<file path="config.mk">
export PLATFORM = sky130hd
export DESIGN_NAME = toggle_bank_flat
export DESIGN_NICKNAME = d
export VERILOG_FILES = /design/src/rtl/toggle_bank_pkg.sv /design/src/rtl/toggle_bank_if.sv /design/src/rtl/toggle_bank_cell.sv /design/src/rtl/toggle_bank.sv /design/src/flat_wrapper.sv
export SDC_FILE = /design/constraint.sdc
export NUM_CORES = 1
export LEC_CHECK = 0
export CORE_AREA = 8 8 45 47
export CTS_CLUSTER_SIZE = 25
export DETAILED_ROUTE_END_ITERATION = 6
export DIE_AREA = 0 0 53 55
export DONT_BUFFER_PORTS = 1
export GPL_ROUTABILITY_DRIVEN = 0
export HOLD_SLACK_MARGIN = 0.12
export MAX_ROUTING_LAYER = met4
export SLEW_MARGIN = 20
export SYNTH_ARGS = -nofsm -noshare
export SYNTH_HDL_FRONTEND = slang
export SYNTH_SLANG_ARGS = --single-unit
export TNS_END_PERCENT = 30
</file>
<file path="constraint.sdc">
create_clock -name ck -period 2.59 [get_ports ck]
set_input_delay 0.518 -clock ck [delete_from_list [all_inputs] [get_ports ck]]
set_output_delay 0.518 -clock ck [all_outputs]
set_load 0.1 [all_outputs]
</file>
<file path="src/rtl/toggle_bank_pkg.sv">
// Shared constants for the front-panel toggle bank: channel indices and holdoff default.
// Optional build macro TOGGLE_BANK_HOLDOFF_EN enables per-channel holdoff counters.
package toggle_bank_pkg;

  localparam int CH_MODE         = 0;
  localparam int CH_ALARM        = 1;
  localparam int CH_H24          = 2;
  localparam int CH_CHIME        = 3;
  localparam int MAX_CH          = 16;
  localparam int HOLDOFF_DEFAULT = 3;

  // Counter width for a holdoff window; never collapses to zero bits.
  function automatic int hold_w(input int holdoff);
    return (holdoff < 1) ? 1 : $clog2(holdoff + 1);
  endfunction

endpackage

</file>
<file path="src/rtl/toggle_bank_if.sv">
// Bus between button conditioning, the toggle bank and the clock control FSMs.
// Optional build macro TOGGLE_BANK_HOLDOFF_EN does not change this interface.
interface toggle_bank_if #(
  parameter int N = 4
);
  // No valid/ready: every bit of signal/set/clr is a request for the cycle it is high,
  // always accepted; signal_tog/changed are registered and valid every cycle after reset.
  logic [N-1:0] signal;
  logic [N-1:0] set;
  logic [N-1:0] clr;
  logic [N-1:0] signal_tog;
  logic [N-1:0] changed;

  modport master (output signal, set, clr, input signal_tog, changed);
  modport slave  (input signal, set, clr, output signal_tog, changed);
endinterface

</file>
<file path="src/rtl/toggle_bank_cell.sv">
// One toggle channel: edge detect, optional holdoff, clr > set > event priority.
// Holdoff counter present only when TOGGLE_BANK_HOLDOFF_EN is defined.
module toggle_bank_cell
  import toggle_bank_pkg::*;
#(
  parameter int EDGE    = 1,
  parameter int HOLDOFF = HOLDOFF_DEFAULT
) (
  input  logic ck,
  input  logic reset,
  input  logic signal_i,
  input  logic set_i,
  input  logic clr_i,
  input  logic tog_i,
  input  logic load_i,
  output logic cand_o,
  output logic rise_o,
  output logic ev_acc_o
);

  logic sig_prev_q, sig_prev_d;
  logic ev;
  logic busy;

`ifdef TOGGLE_BANK_HOLDOFF_EN
  localparam int CW = hold_w(HOLDOFF);
  logic [CW-1:0] cnt_q, cnt_d;

  assign busy = (cnt_q != '0);

  always_comb begin
    cnt_d = cnt_q;
    if (load_i)    cnt_d = CW'(HOLDOFF);
    else if (busy) cnt_d = cnt_q - 1'b1;
  end

  always_ff @(posedge ck or posedge reset) begin
    if (reset) cnt_q <= '0;
    else       cnt_q <= cnt_d;
  end
`else
  logic unused_cfg;
  assign busy       = 1'b0;
  assign unused_cfg = (HOLDOFF > 0) ? load_i : 1'b0;
`endif

  always_comb begin
    sig_prev_d = signal_i;
    ev         = (EDGE != 0) ? (signal_i & ~sig_prev_q) : signal_i;
    ev_acc_o   = ev & ~busy & ~clr_i & ~set_i;
    if (clr_i)             cand_o = 1'b0;
    else if (set_i)        cand_o = 1'b1;
    else if (ev & ~busy)   cand_o = ~tog_i;
    else                   cand_o = tog_i;
    rise_o = cand_o & ~tog_i;
  end

  // All-ones after reset so a button held through reset is not seen as a fresh press.
  always_ff @(posedge ck or posedge reset) begin
    if (reset) sig_prev_q <= 1'b1;
    else       sig_prev_q <= sig_prev_d;
  end

endmodule

</file>
<file path="src/rtl/toggle_bank.sv">
// N-channel toggle register with optional radio-button grouping and a change strobe.
// Build macro TOGGLE_BANK_HOLDOFF_EN adds a per-channel ignore window after each toggle.
module toggle_bank
  import toggle_bank_pkg::*;
#(
  parameter int           N         = 4,
  parameter logic [N-1:0] RESET_VAL = {N{1'b0}},
  parameter int           EDGE      = 1,
  parameter int           ONEHOT    = 0,
  parameter int           HOLDOFF   = HOLDOFF_DEFAULT
) (
  input logic         ck,
  input logic         reset,
  toggle_bank_if.slave bus
);

  logic [N-1:0] cand, rise, ev_acc, win, load;
  logic [N-1:0] tog_q, tog_d, chg_q, chg_d;

  for (genvar i = 0; i < N; i++) begin : g_cell
    toggle_bank_cell #(
      .EDGE    (EDGE),
      .HOLDOFF (HOLDOFF)
    ) u_cell (
      .ck       (ck),
      .reset    (reset),
      .signal_i (bus.signal[i]),
      .set_i    (bus.set[i]),
      .clr_i    (bus.clr[i]),
      .tog_i    (tog_q[i]),
      .load_i   (load[i]),
      .cand_o   (cand[i]),
      .rise_o   (rise[i]),
      .ev_acc_o (ev_acc[i])
    );
  end

  // Lowest rising channel wins the radio group; only its own event arms its holdoff.
  always_comb begin
    win = rise & (~rise + N'(1));
    if ((ONEHOT != 0) && (rise != '0)) begin
      tog_d = win;
      load  = ev_acc & win;
    end else begin
      tog_d = cand;
      load  = ev_acc;
    end
    chg_d = tog_d ^ tog_q;
  end

  always_ff @(posedge ck or posedge reset) begin
    if (reset) begin
      tog_q <= RESET_VAL;
      chg_q <= '0;
    end else begin
      tog_q <= tog_d;
      chg_q <= chg_d;
    end
  end

  assign bus.signal_tog = tog_q;
  assign bus.changed    = chg_q;

endmodule

</file>
<file path="src/flat_wrapper.sv">
// flat-port wrapper written by rule: the top's interface ports become plain ports
module toggle_bank_flat import toggle_bank_pkg::*;
#(
  parameter int           N         = 4,
  parameter logic [N-1:0] RESET_VAL = {N{1'b0}},
  parameter int           EDGE      = 1,
  parameter int           ONEHOT    = 0,
  parameter int           HOLDOFF   = HOLDOFF_DEFAULT
)
  (ck, reset, bus_signal, bus_set, bus_clr, bus_signal_tog, bus_changed);
  toggle_bank_if #(.N(N)) bus_i ();
  input logic ck;
  input logic reset;
  input wire logic [$bits(bus_i.signal)-1:0] bus_signal;
  input wire logic [$bits(bus_i.set)-1:0] bus_set;
  input wire logic [$bits(bus_i.clr)-1:0] bus_clr;
  output wire logic [$bits(bus_i.signal_tog)-1:0] bus_signal_tog;
  output wire logic [$bits(bus_i.changed)-1:0] bus_changed;
  assign bus_i.signal = bus_signal;
  assign bus_i.set = bus_set;
  assign bus_i.clr = bus_clr;
  assign bus_signal_tog = bus_i.signal_tog;
  assign bus_changed = bus_i.changed;
  toggle_bank #(.N(N), .RESET_VAL(RESET_VAL), .EDGE(EDGE), .ONEHOT(ONEHOT), .HOLDOFF(HOLDOFF)) u_core (.ck(ck), .reset(reset), .bus(bus_i));
endmodule
</file>
* Word-level counts from Yosys, hierarchy flattened *
Index checks and enable logic that the tools add are counted.

storage, ports and cells
  register bits after elaboration = 12
  bits in latches = 0
  RAM bits = 0
  bits in read-only memories = 0
  output and inout port bits = 8
  word-level logic and storage cells = 31
  memories = 0

operators by class
  $add $sub $neg = 0
  multipliers = 0
  div/mod/pow operators = 0
  $lt $le $gt $ge = 0
  equality and inequality tests = 0
  shifts and indexed selects = 0
  multiplexer cells = 12
  bitwise logic cells = 13
  reduce and logical (&&, ||, !) cells = 0

operators by type and width
  cell         count
  $mux 1       12
  $not 1->1    8
  $and 1x1->1  4
  $xor 4x4->4  1

* Depth between registers and ports, before layout *
Gate-level depths: netlist of run 1.

  word-level depth = 6
  mapped depth = 2
  gate-level depth less buffers = 2

* Modules after synthesis *
From an unflattened synthesis of run 1, not the netlist that was laid out.

unflattened totals
  cell total of the unflattened synthesis = 49
  area total of the unflattened synthesis = 594.3 um2

modules (own cells, without submodules)
  module            instances  cells each  area each (um2)  sequential area each (um2)
  toggle_bank_cell  4          9           88.8             26.3
  toggle_bank       1          13          239.0            200.2

* Worst setup path after synthesis of run 1 *
Ideal clock, no wire load.

  path kind = register -> output
  from = register u_core.chg_q[0] (netlist: u_core.bus.changed[0])
  to = output port bus_changed[0]
  data arrival time = 0.883 ns
  required time = 2.072 ns
  path slack = 1.189 ns
  cell stages (with the launch flop) = 1
  path through = dfrtp_1

RTL lines
  element                   RTL line            RTL
  start: declaration        toggle_bank.sv:18   logic [N-1:0] tog_q, tog_d, chg_q, chg_d;
  start signal: assignment  toggle_bank.sv:57   chg_q <= chg_d;
  end: declaration          flat_wrapper.sv:18  output wire logic [$bits(bus_i.changed)-1:0] bus_changed;

No word-level cell between the ends.

* Final worst setup path of run 1 *
  from = register u_core.tog_q[1] (netlist: u_core.bus.signal_tog[1])
  to = output port bus_signal_tog[1]

RTL lines
  element                   RTL line            RTL
  start: declaration        toggle_bank.sv:18
  start signal: assignment  toggle_bank.sv:56   tog_q <= tog_d;
  end: declaration          flat_wrapper.sv:17  output wire logic [$bits(bus_i.signal_tog)-1:0] bus_signal_tog;

No word-level cell between the ends.

==> impl_metrics.json, run 1 <==
{
  "path_clk_slew_ns": 0.08,
  "maxCapViolCount": 0,
  "p_total_uw": 482.5,
  "synthAdderAreaFrac_pct": 0,
  "crit_type": "flip-flop to primary output",
  "cts_resized": 0,
  "cp-end-kind": "primary output",
  "max_slew_margin_pct": 34.77,
  "post-route-min-period_ns": 1.784,
  "rsz0062_at_grt": "false",
  "overflow": 0,
  "maxSlewViolCount": 0,
  "switching_share_pct": 35.86,
  "tightest_slew_ns": 0.9784,
  "stdcell_area_sq_um": 628.1,
  "n_antenna_cell": 0,
  "grt_start_max_net_pins": 13,
  "postRouteAntennaNets": 0,
  "r2r-start": "u_core.bus.signal_tog[2]",
  "leakage_nw": 0.2678,
  "drive_gt1_share_pct": 28.57,
  "fp.dieH_microns": 55,
  "seqPwrFrac_pct": 57.8,
  "synth_area_leaders": "dfrtp_1 (34%), dfstp_2 (18%), a211oi_2 (8.5%)",
  "crit_arrival_ns": 1.27,
  "die_area_sq_um": 2915,
  "ios": 22,
  "h-tree-depth": 1,
  "fillerInstances": 140,
  "portBuffers": 0,
  "routed_via_density": 5.615,
  "worstSkewPairLatency_ns": 0.27,
  "hp-class": "primary input to asynchronous set/reset pin",
  "syn_area_sq_um": 586.8,
  "crit_start": "u_core.bus.signal_tog[1]",
  "place_ws_ns": 1.043,
  "area_growth_pct": 7.036,
  "avgSynthCellArea_sq_um": 12.49,
  "syn_inst": 47,
  "grt_usage_pct": 8.941,
  "utilization_pct": 45.39,
  "synthMuxAreaShare_pct": 0,
  "clock_path_buffers": 2,
  "yosys_warnings": 0,
  "wire_per_inst_microns": 17.17,
  "drc_errors": 0,
  "finalSetupViolCount": 0,
  "ys_seq_elements": 12,
  "cts_sinks": 12,
  "cts_setup_buffers": 0,
  "synth_xor_area_share_pct": 0,
  "yosysUniqueCellTypes": 13,
  "numCtsBuffers": 3,
  "switching_power_uw": 173.0,
  "clockRootBuffer": "clkbuf_4",
  "combPwrFrac_pct": 11.5,
  "postCtsHoldBufs": 0,
  "cts_tree": "yes",
  "dr.pass1.iters": 1,
  "reg2regPathDepth": 2,
  "synth_compound_area_share_pct": 14.50,
  "synth_top_area_share_pct": 34.12,
  "floorplan.initialDensity_pct": 42.41,
  "p_per_area_nw_per_um2": 768.1,
  "hold_viol": 0,
  "fin_skew_ns": 0.004129,
  "synth_top_area_cell": "dfrtp_1",
  "dp_hpwl_microns": 914.4,
  "die_width_microns": 53,
  "power.share.clock_pct": 30.6,
  "fin_setup_tns_ns": 0,
  "drtIter0Drc": 0,
  "cp_max_fo": 5,
  "fmax_ghz": 0.5606,
  "r2r_end": "u_core.bus.changed[2]",
  "seq_area_frac_synth_pct": 52.03,
  "status": "finished, final reports clean",
  "nets": 64,
  "fin_crit_sh_pct": 68.88,
  "place_area_sq_um": 591.8,
  "synth-simple-area-share_pct": 27.72,
  "core-area_sq_um": 1384,
  "start_kind": "flip-flop",
  "rrSetupSlack_ns": 1.06,
  "required_ns": 2.07,
  "synth.net_count": 61,
  "rows": 14,
  "intPower_uw": 309.5,
  "peakVddDrop_v": 0.0003103,
  "grt_pass1_wl_microns": 1807,
  "synth_top_family_by_area": "simple AND/OR/NAND/NOR gates",
  "routed_wl_microns": 1116,
  "first_global_vias": 408,
  "num_vias": 365,
  "worst_slack_ns": 0.8061,
  "grt_antenna_before_repair": 0
}
==> metrics by stage <==
| stage | hold slack, ns | std cells |
|---|---|---|
| 3_3_place_gp | 0.4206 | 61 |
| 3_5_place_dp | 0.4387 | 61 |
| 2_1_floorplan | 0.3798 | 47 |
| 4_1_cts | 0.1326 | 65 |
| 6_report | 0.1257 | 65 |
| 5_1_grt | 0.1519 | 65 |
==> state kept, by name (all words and copies together) (netlist names) <==
name	cells
u_core.g_cell.u_cell.sig_prev_q	4
u_core.bus.changed	4
u_core.bus.signal_tog	4
==> cell type report <==
type	instances	area, sq um	area share (%)
Clock buffer	4	36.28	5.777
Timing Repair Buffer	2	15.01	2.390
Tap cell	16	20.02	3.187
Multi-Input combinational cell	30	247.7	39.44
Inverter	1	3.754	0.5976
Sequential cell	12	305.3	48.61
==> worst max path at each step <==
stage | slack [ns] | end | cells after the start
after CTS | 0.79 | bus_signal_tog[1] | 0
after detailed placement | 1.04 | u_core.bus.changed[2] | 2
after global placement | 1.09 | u_core.bus.changed[2] | 2
after global routing | 0.76 | bus_signal_tog[1] | 0
final | 0.81 | bus_signal_tog[1] | 0
after floorplan | 1.19 | bus_changed[0] | 0
==> routing by layer <==
layer / track usage, % / up-vias / part of all wire [%]
li1: - / 174 / -
met1: 7.837 / 172 / 35
met2: 14.26 / 17 / 50
met3: 5.882 / 2 / 15
met4: 5.172 / 0 / 0.81
met5: - / - / 0
==> cell families (layout without fill, tap and decap cells) <==
group	after synthesis	count (layout)
compound gates	8	8
flops	12	12
buf+inv	5	7
simple gates	22	22
==> cell usage in the layout (no fill, tap or decap), drive strengths merged, types with 4 or more instances in the layout <==
master,n
dfrtp,8
nand2b,6
nor2,4
and4bb,4
a211oi,4
nor3b,4
dfstp,4
clkbuf,4
==> cells in the mapped netlist (all sizes together) <==
library cell,count
inv,1
dfrtp,8
nand2b,6
buf,4
nor3b,4
dfstp,4
and4bb,4
a211oi,4
a211o,2
o31a,2
nor4b,2
nor2b,2
nor2,4
==> power groups by stage <==
| stage | Clock (mW) | Combinational (mW) | Sequential [mW] |
|---|---|---|---|
| final | 0.148 | 0.0557 | 0.279 |
| after global placement | 0 | 0.0539 | 0.282 |
| after floorplan | 0 | 0.0723 | 0.263 |
| after CTS | 0.157 | 0.0568 | 0.280 |
| after global routing | 0.163 | 0.0599 | 0.281 |
| after detailed placement | 0 | 0.0566 | 0.283 |
Power figures use the tool's default switching activity.
==> run 2, diff against run 1 <==
- clock period: 2.59 -> 1.7 ns (I/O delays scaled with it)
==> run 2 against run 1 <==
Count of clock-buffer cells in the layout decreased by 1. Clock skew down 0.0033 ns. Power is 47% higher. Final cell count grew 22%. First-iteration DRC count rose by 2. Global-route usage rose by 0.072 points. Largest power group unchanged. Sequential power increased by 17%. Clock power up 6%. Via count increased by 17%. Wire length is 5.4% higher.
==> impl_metrics.json, run 2 (synthesis gave the netlist of run 1 again) <==
{
  "status": "finished, final reports clean",
  "fin_crit_sh_pct": 78.21,
  "crit_arrival_ns": 0.99,
  "first_global_vias": 448,
  "core-area_sq_um": 1384,
  "postCtsHoldBufs": 5,
  "cts_resized": 0,
  "floorplan.initialDensity_pct": 42.41,
  "cpPeakStageDelay_ns": 0.41,
  "stdcell_area_sq_um": 749.5,
  "fin_skew_ns": 0.0008321,
  "crit_type": "flip-flop to primary output",
  "nets": 79,
  "cp_max_fo": 5,
  "final_cells": 79,
  "hp-class": "primary input to flip-flop",
  "maxSlewViolCount": 0,
  "overflow": 0,
  "met2_usage_pct": 14.84,
  "leakage_nw": 0.3278,
  "path_clk_slew_ns": 0.06,
  "critPathBufInv": 1,
  "cts_tree": "yes",
  "peakVddDrop_v": 0.0004555,
  "grt_usage_pct": 9.013,
  "post-route-min-period_ns": 1.330,
  "ios": 22,
  "n_antenna_cell": 0,
  "routed_wl_microns": 1176,
  "grt-busiest-layer": "met2",
  "required_ns": 1.36,
  "max_slew_margin_pct": 72.51,
  "fin_setup_tns_ns": 0,
  "grt_antenna_before_repair": 0,
  "worstPathCellList": "buf_4",
  "cts_sinks": 12,
  "grt_use_met3_pct": 6.150,
  "wire_per_inst_microns": 14.89,
  "grt_pass1_wl_microns": 1904,
  "mostFrequentLayoutCells": "dlygate4sd3_1 (9), buf_4 (8), dfrtp_1 (8), nand2b_1 (6)",
  "rows": 14,
  "die_width_microns": 53,
  "p_per_area_nw_per_um2": 944.8,
  "rsz0062_at_grt": "false",
  "dr.pass1.iters": 3,
  "numCtsBuffers": 3,
  "fp.dieH_microns": 55,
  "start_kind": "flip-flop",
  "drive_gt1_share_pct": 30.16,
  "routed_via_density": 5.405,
  "place_area_sq_um": 636.9,
  "tightest_slew_ns": 0.4119,
  "portBuffers": 0,
  "rrSetupSlack_ns": 0.66,
  "clockRootBuffer": "clkbuf_4",
  "critPathTopFamily": "flip-flops",
  "postRouteAntennaNets": 0,
  "fmax_ghz": 0.7521,
  "hold_viol": 0,
  "area_growth_pct": 27.72,
  "cts_setup_buffers": 0,
  "grt_start_max_net_pins": 13,
  "finalSetupViolCount": 0,
  "drtIter0Drc": 2,
  "worstSkewPairLatency_ns": 0.25,
  "clock_path_buffers": 2,
  "die_area_sq_um": 2915,
  "dp.cells": 67,
  "h-tree-depth": 1,
  "grtUsageMet1_pct": 8.346,
  "layout_commonest_cell": "dlygate4sd3_1",
  "drc_errors": 0,
  "cp-end-kind": "primary output",
  "maxCapViolCount": 0,
  "crit_slowest_cell": "dfrtp_1",
  "num_vias": 427
}
[run 2: cell types whose count changed in the layout (fill, tap and decap cells not counted), sizes merged]
cell	previous run	this run
buf	2	8
dlygate4sd3	0	9
clkbuf	4	3
[run 2: worst register-to-register path: cells and delay by family, from the launching register on]
kind	cells	cell delay, ns
AOI/OAI and AO/OA	1	0.21
DFF	1	0.53
and+or+nand+nor	1	0.21
[run 2: layout make-up]
type | count | area [sq um]
timing repair buffer | 17 | 150.1
inverter | 1 | 3.754
fill | 124 | 634.4
sequential | 12 | 305.3
multi-input combinational | 30 | 247.7
tap | 16 | 20.02
clock buffer | 3 | 22.52
[run 2: final timing paths]
check                                                   startpoint                            endpoint  cells after the start
worst max-delay path                      u_core.bus.signal_tog[2]                   bus_signal_tog[2]                      1
worst min-delay path                                    bus_clr[2]               u_core.bus.changed[2]                      1
worst max register to register  u_core.g_cell[1].u_cell.sig_prev_q            u_core.bus.signal_tog[1]                      2
worst min register to register            u_core.bus.signal_tog[1]               u_core.bus.changed[1]                      1
max in group asynchronous                                    reset  u_core.g_cell[3].u_cell.sig_prev_q                      2
min in group asynchronous                                    reset               u_core.bus.changed[2]                      2
[run 2: stage by stage]
step | hold WS (ns) | utilization, % | setup WS [ns] | total power, mW
6_report | 0.2133 | 54.16 | 0.3704 | 0.7081
5_1_grt | 0.1950 | 54.16 | 0.3071 | 0.7499
4_1_cts | 0.1245 | 51.27 | 0.3578 | 0.7121
3_5_place_dp | 0.2471 | 46.02 | 0.6442 | 0.5407
3_3_place_gp | 0.2426 | 46.02 | 0.6762 | 0.5344
2_1_floorplan | 0.2018 | - | 0.4767 | 0.5106
[run 2: layer usage]
layer,vias up,part of all wire (%)
li1,201,-
met1,209,38
met2,17,49
met3,0,13
met4,0,0
met5,-,0
[run 2: power by group]
group / switching, mW / leakage, nW / internal, mW / total, mW
registers: 0.0147 / 0.140 / 0.311 / 0.326
logic: 0.162 / 0.174 / 0.0631 / 0.225
clock network: 0.0755 / 0.0138 / 0.0816 / 0.157
==> variant (config.mk and constraints of run 2) <==
`N` is set to 4 in 3 places; all go to 5.
--- a/src/rtl/toggle_bank_if.sv
+++ b/src/rtl/toggle_bank_if.sv
@@ -3,3 +3,3 @@
 interface toggle_bank_if #(
-  parameter int N = 4
+  parameter int N = 5
 );
--- a/src/rtl/toggle_bank.sv
+++ b/src/rtl/toggle_bank.sv
@@ -5,3 +5,3 @@
 #(
-  parameter int           N         = 4,
+  parameter int           N         = 5,
   parameter logic [N-1:0] RESET_VAL = {N{1'b0}},
--- a/src/flat_wrapper.sv
+++ b/src/flat_wrapper.sv
@@ -3,3 +3,3 @@
 #(
-  parameter int           N         = 4,
+  parameter int           N         = 5,
   parameter logic [N-1:0] RESET_VAL = {N{1'b0}},
Interface: changed (5 resized); port bits go from 22 to 27. No check against the original RTL was run, so the function may have changed too.
==> variant against run 2 <==
  * Sequential cell count grew 3
  * Routed wire length is 36% higher
  * First-iteration DRC count grew to 4.5 times the old value
  * Power up 26%
  * Register-to-register slack got worse by 0.03 ns
  * Final cell count rose by 22%
  * Design area rose by 25%
  * Area after synthesis rose by 26%
  * Setup slack worse by 0.038 ns
  * Combinational power grew 25%
  * Critical endpoint is now bus_signal_tog[0]
  * Largest cell class unchanged
  * Largest power group unchanged
==> variant: results (changes against run 2) <==
[outcome]
outcome=complete, no violations

[sta]
clock-skew-final_ns=0.000349  ; -0.000483 ns
maxSlewHeadroom_pct=63.6  ; -8.9 points

[routing]
vias=522  ; +22%
drt_iter0_markers=9  ; +7
met3_length_um=156  ; +1.3%
wl_um=1600  ; +36%
wl_met1_um=607  ; +35%
top_layer_used=met4

[clocking]
holdBufCountCts=11  ; +6

[logic_synthesis]
synth_compound_area_share_pct=14.4  ; -0.092 points
synth_fp_nets=77  ; +26%
synth_top_area_share_pct=33.9  ; -0.22 points
synth_top_cells_by_count=dfrtp_1, nand2b_1
yosysSeqAreaShare_pct=51.7  ; -0.33 points

[layout]
seq_cell_count=15  ; +3
final-nonclk-buf-share_pct=19.8  ; -0.19 points
drive_gt1_share_pct=30.0  ; -0.16 points
instances_no_fill=96  ; +22%
multi_input_area_um2=315  ; +27%
clk_share_pct=2.95  ; -0.056 points
seqCellArea_um2=382  ; +25%
area_delta_synth_final_pct=26.4
multi_input_cells=39  ; +30%
nNonClkBuffers=21  ; +4

[power]
power.static_leakage_uw=0.000404  ; +23%
comb-power_uw=282  ; +25%
internal_power_uw=556  ; +22%
design_power_total_uw=894  ; +26%
vdd_drop_max_v=0.000679  ; +49%
p_seq_uw=408  ; +25%

[global_route]
grt_pass1_wl_um=2730  ; +43%
grt_use_total_pct=13.6  ; +4.6 points
use_met3_pct=5.88  ; -0.27 points
gr-usage-met2_pct=22.1  ; +7.2 points

[placement]
dp_cells=81  ; +21%

## variant: cell count changes after synthesis
| cell | delta |
|---|---|
| a211o_1 | -1 |
| nor2b_1 | +2 |
| nand2b_1 | +3 |
| a211oi_2 | +1 |
| o31a_1 | +2 |
| buf_4 | +1 |
| nor2_1 | +1 |
| dfstp_2 | +1 |
| and4bb_1 | +1 |
| nor4b_1 | -1 |
| dfrtp_1 | +2 |
| nor3b_1 | +1 |
## variant: worst paths after layout
kind	start	cells after the start	slack, ns	endpoint
setup / recovery	u_core.bus.signal_tog[0]	1	0.33	bus_signal_tog[0]
hold / removal	bus_clr[3]	1	0.19	u_core.bus.changed[3]
hold reg to reg	u_core.bus.signal_tog[3]	1	0.58	u_core.bus.changed[3]
min in group asynchronous	reset	2	0.53	u_core.bus.signal_tog[2]
max in group asynchronous	reset	2	0.80	u_core.g_cell[4].u_cell.sig_prev_q
setup reg to reg	u_core.g_cell[2].u_cell.sig_prev_q	2	0.63	u_core.bus.signal_tog[2]
